`config.mk`:
```
export PLATFORM = sky130hd
export DESIGN_NAME = des_ks_fp_unit
export DESIGN_NICKNAME = d
export VERILOG_FILES = /design/src/rtl/des_ks_fp_unit.sv
export SDC_FILE = /design/constraint.sdc
export NUM_CORES = 1
export LEC_CHECK = 0
export CAP_MARGIN = 20
export CORE_MARGIN = 4
export CORE_UTILIZATION = 35
export DETAILED_ROUTE_END_ITERATION = 6
export GPL_ROUTABILITY_DRIVEN = 0
export PLACE_DENSITY = 0.73
export RECOVER_POWER = 50
export SLEW_MARGIN = 10
export SYNTH_ARGS = -nofsm -noshare
export SYNTH_HDL_FRONTEND = slang
export SYNTH_SLANG_ARGS = --single-unit
```
`constraint.sdc`:
```
create_clock -name clk -period 1.34 [get_ports clk]
set_input_delay 0.134 -clock clk [delete_from_list [all_inputs] [get_ports clk]]
set_output_delay 0.134 -clock clk [all_outputs]
set_load 0.02 [all_outputs]
```
`src/rtl/des_ks_fp_unit.sv`:
```
// DES helper datapath: one key-schedule step (rotate C||D, PC-2) and the
// output merge with the final permutation, behind one valid-qualified register.
module des_ks_fp_unit (
    input  logic        clk,
    input  logic        rst,
    input  logic        in_valid,
    input  logic [55:0] ks_x,
    input  logic [3:0]  ks_i,
    input  logic [31:0] x0,
    input  logic [31:0] x1,
    output logic        out_valid,
    output logic [55:0] ks_r,
    output logic [47:0] ks_k,
    output logic [63:0] c
);

    // Table entries are DES bit numbers: entry n selects input bit [W-n].
    localparam int PC2_TAB [48] = '{
        14, 17, 11, 24,  1,  5,  3, 28, 15,  6, 21, 10,
        23, 19, 12,  4, 26,  8, 16,  7, 27, 20, 13,  2,
        41, 52, 31, 37, 47, 55, 30, 40, 51, 45, 33, 48,
        44, 49, 39, 56, 34, 53, 46, 42, 50, 36, 29, 32
    };

    localparam int FP_TAB [64] = '{
        40,  8, 48, 16, 56, 24, 64, 32,
        39,  7, 47, 15, 55, 23, 63, 31,
        38,  6, 46, 14, 54, 22, 62, 30,
        37,  5, 45, 13, 53, 21, 61, 29,
        36,  4, 44, 12, 52, 20, 60, 28,
        35,  3, 43, 11, 51, 19, 59, 27,
        34,  2, 42, 10, 50, 18, 58, 26,
        33,  1, 41,  9, 49, 17, 57, 25
    };

    logic        out_valid_q, out_valid_d;
    logic [55:0] ks_r_q, ks_r_d;
    logic [47:0] ks_k_q, ks_k_d;
    logic [63:0] c_q, c_d;

    logic        rot_one;
    logic [27:0] c_half, d_half, c_rot, d_rot;
    logic [55:0] ks_r_new;
    logic [47:0] ks_k_new;
    logic [63:0] merged, c_new;

    always_comb begin
        rot_one  = (ks_i == 4'd0) || (ks_i == 4'd1) || (ks_i == 4'd8) || (ks_i == 4'd15);
        c_half   = ks_x[55:28];
        d_half   = ks_x[27:0];
        c_rot    = rot_one ? {c_half[26:0], c_half[27]} : {c_half[25:0], c_half[27:26]};
        d_rot    = rot_one ? {d_half[26:0], d_half[27]} : {d_half[25:0], d_half[27:26]};
        ks_r_new = {c_rot, d_rot};

        ks_k_new = '0;
        for (int j = 0; j < 48; j++) begin
            ks_k_new[47-j] = ks_r_new[56-PC2_TAB[j]];
        end

        merged = {x0, x1};
        c_new  = '0;
        for (int j = 0; j < 64; j++) begin
            c_new[63-j] = merged[64-FP_TAB[j]];
        end
    end

    // Data registers only load on an accepted input; valid is a one-cycle pulse.
    always_comb begin
        out_valid_d = in_valid;
        ks_r_d      = ks_r_q;
        ks_k_d      = ks_k_q;
        c_d         = c_q;
        if (in_valid) begin
            ks_r_d = ks_r_new;
            ks_k_d = ks_k_new;
            c_d    = c_new;
        end
    end

    always_ff @(posedge clk) begin
        if (rst) begin
            out_valid_q <= 1'b0;
            ks_r_q      <= '0;
            ks_k_q      <= '0;
            c_q         <= '0;
        end else begin
            out_valid_q <= out_valid_d;
            ks_r_q      <= ks_r_d;
            ks_k_q      <= ks_k_d;
            c_q         <= c_d;
        end
    end

    assign out_valid = out_valid_q;
    assign ks_r      = ks_r_q;
    assign ks_k      = ks_k_q;
    assign c         = c_q;

endmodule

```
==> results.rst <==
.. list-table::
   :header-rows: 1

   * - Metric
     - Value
   * - Total global routing overflow
     - 0
   * - Number of register bits inferred by synthesis
     - 121
   * - Yosys warning total
     - 0
   * - Worst hold path type
     - in2reg
   * - Setup tns final
     - 0 ns
   * - Std-Cell Core Area
     - 15400 um^2
   * - Ports
     - 296
   * - Buffer cell driving the clock tree root
     - clkbuf_16
   * - P&R area growth vs syn
     - 57.8%
   * - Mean area per synthesized cell
     - 9.57 um^2
   * - Drt first-iter violations
     - 246
   * - Cell taking the most area after synthesis
     - dfxtp_1
   * - Syn Std Cell Area
     - 5580 um^2
   * - CP endpoint kind
     - primary output
   * - Most common library cells after synthesis
     - 121 x dfxtp_1, 120 x nor2_1, 64 x mux2i_1
   * - Antenna violations before repair
     - 1
   * - Main flop type after synthesis
     - dfxtp_1
   * - CTS tree
     - built
   * - Shortest period the worst path allows
     - 1.29 ns
   * - Clock sinks
     - 121
   * - N_diodes
     - 0
   * - Layout Cells excl Fill
     - 1044
   * - Number of nets in the finished design
     - 947
   * - Worst-Skew Late Latency
     - 0.40 ns
   * - First-pass GRT wire length
     - 27600 um
   * - Combined global-route utilization of all metal layers
     - 19.0%
   * - Maximum vdd ir drop
     - 0.791 mV
   * - Measured slew at the worst slew-check pin
     - 0.828 ns
   * - Remaining max-slew budget at the tightest pin
     - 44.8%
   * - Data arrival at the endpoint of the critical path
     - 1.15 ns
   * - Routed length per instance
     - 17.7 um
   * - Worst setup timing slack at the placement stage
     - -0.476 ns
   * - Number of port buffers
     - 295
   * - Number of max-slew violations in the final report
     - 0
   * - Data required, critical path
     - 1.21 ns
   * - Standby leakage power
     - 4.05 nW
   * - Clock-pin slew of the registers on the worst-case setup and hold paths
     - 0.06 ns
   * - H-tree lvl count
     - 4
   * - Cells along the critical path
     - dlygate4sd2_1
   * - Gate count of the mapped netlist
     - 583
   * - Share of the core filled with cells
     - 57.1%
   * - Final cycle utilization of the critical path
     - 96.1%
   * - Via count of the first global-routing pass
     - 5241
   * - Number of remaining DRC errors
     - 0
   * - Slowest cell delay on critical path
     - 0.38 ns
   * - Critical-path top delay cell
     - dfxtp_1
   * - Seq/Total Area, Yosys
     - 43.4%
   * - Final worst clock skew
     - 0 ns
   * - Core Rows
     - 45
   * - Most area-consuming cells after synthesis
     - dfxtp_1 43%, mux2i_1 11%, a311oi_2 11%
   * - Die Ht
     - 134 um
   * - Largest net degree at the start of global routing
     - 45
   * - Number of enable-type register cells in the synthesized netlist
     - 0
   * - Ys async rst share
     - 0%
   * - Worst Slack Setup Final
     - 0.0526 ns
   * - Initial cell density of the core
     - 36.1%
   * - Run status
     - completed
   * - # Max-Cap Violations
     - 0
   * - Cell class contributing the biggest share of worst-path delay
     - flip-flops
   * - FMAX
     - 0.777 GHz
   * - Final Power
     - 10.5 mW
   * - Kind of critical path
     - reg2out
   * - Antenna violation net count after detailed routing
     - 0
   * - Via count normalized by instance count
     - 5.11
   * - Cell Count Post-Placement
     - 1007
   * - Total power per unit cell area
     - 1200 nW/um^2
   * - Die ar.
     - 18000 um^2
   * - Num CTS Buffers
     - 17
   * - Number of optimization iterations in the first detailed-route pass
     - 5
   * - Layout cell share with drive strength beyond 1
     - 13.4%
   * - Setup Viol. Count Final
     - 0
   * - Number of vias in the routed layout
     - 5335
   * - Post-detail-place hpwl
     - 13600 um
   * - Largest fanout on the critical path
     - 3
   * - Number of hold violations in the final report
     - 0
   * - Crit path buf inv count
     - 1
   * - Number of distinct standard cells referenced by the synthesized netlist
     - 20
   * - Number of nets produced by synthesis
     - 710
   * - Area share of the largest cell type after synthesis
     - 43.4%
   * - Buffer levels on the longest clock path
     - 2
   * - RSZ-0062 raised after global routing
     - yes
   * - Kind of launch point of the worst setup path
     - flip-flop
   * - Most repeated cell in the gate-level netlist after synthesis
     - dfxtp_1
   * - Aggregate routed wire length
     - 18400 um
   * - X dimension of the die
     - 134 um
==> area by class of cell <==
class                      instances  area, um^2
clock buffer                      17         425
clock inverter                    15         143
fill                            1417        6630
multi-input combinational        357        2460
sequential                       121        2420
tap                              211         264
timing repair buffer             323        3090
==> per-layer routing <==
metal	vias to the layer above	track usage, %	routed length, um
met3	27	5.74	1610
met2	272	31.6	8970
li1	2509	-	-
met5	-	0	15
met4	2	6.79	354
met1	2525	23.3	7500
==> power by group <==
part           internal, mW  switching (mW)
Sequential             3.85           0.163
Combinational          1.02            1.18
Clock                  2.58            1.76
Total                  7.44            3.10
==> state kept, by name (all words and copies together), names as in the netlist <==
signal     flops
out_valid      1
c             64
ks_r          55
ks_k           1
==> cells in the final DEF, fill, tap and decap left out <==
master	n
a211o_2	1
a211oi_1	1
a311oi_1	17
a311oi_2	39
and4_4	1
buf_12	7
buf_4	8
buf_6	3
bufinv_16	1
clkbuf_1	1
clkbuf_16	20
clkbuf_2	9
clkdlybuf4s15_1	8
clkdlybuf4s50_1	120
clkinv_2	2
clkinv_4	3
clkinvlp_4	4
dfxtp_1	121
dlygate4sd2_1	161
dlymetal6s2s_1	3
inv_6	4
inv_8	1
mux2i_1	64
nand3_1	56
nand4_1	1
nor2_1	120
nor2b_1	1
o21ai_0	16
o21ai_1	31
o21ai_2	9
==> cells by family (layout without fill, tap and decap cells) <==
group	after synthesis	count (layout)	share of synthesized area (%)
mux	64	64	11.5
simple gates	179	179	13.5
compound gates	114	114	19.4
buf+inv	105	355	12.2
flops	121	121	43.4
==> repair_timing <==
item / in CTS / in global routing
gates cloned: 0 / 3
setup buffers: 0 / 2
gates resized for setup: 172 / 13
pin swaps: 0 / 2
hold buffers: 0 / 0
endpoints found under the setup margin: 170 / 37
==> path summary, 6_finish.rpt <==
check | depth (start not counted) | endpoint | slack (ns) | start
max reg2reg | 2 | ks_r[1] | 0.51 | ks_r[1]
max | 1 | ks_r[22] | 0.05 | ks_r[22]
min | 2 | ks_r[12] | 0.09 | rst
min reg2reg | 2 | c[5] | 0.48 | c[5]
==> per-stage QoR <==
step / instance area (um^2) / hold WS (ns)
after detailed placement: 8410 / 0.480
after global routing: 8800 / 0.0938
final: 8800 / 0.0926
after floorplan: 5580 / 0.281
after global placement: 8410 / 0.475
after CTS: 8760 / 0.0683
Note: power is estimated with default switching activity, not from simulation.
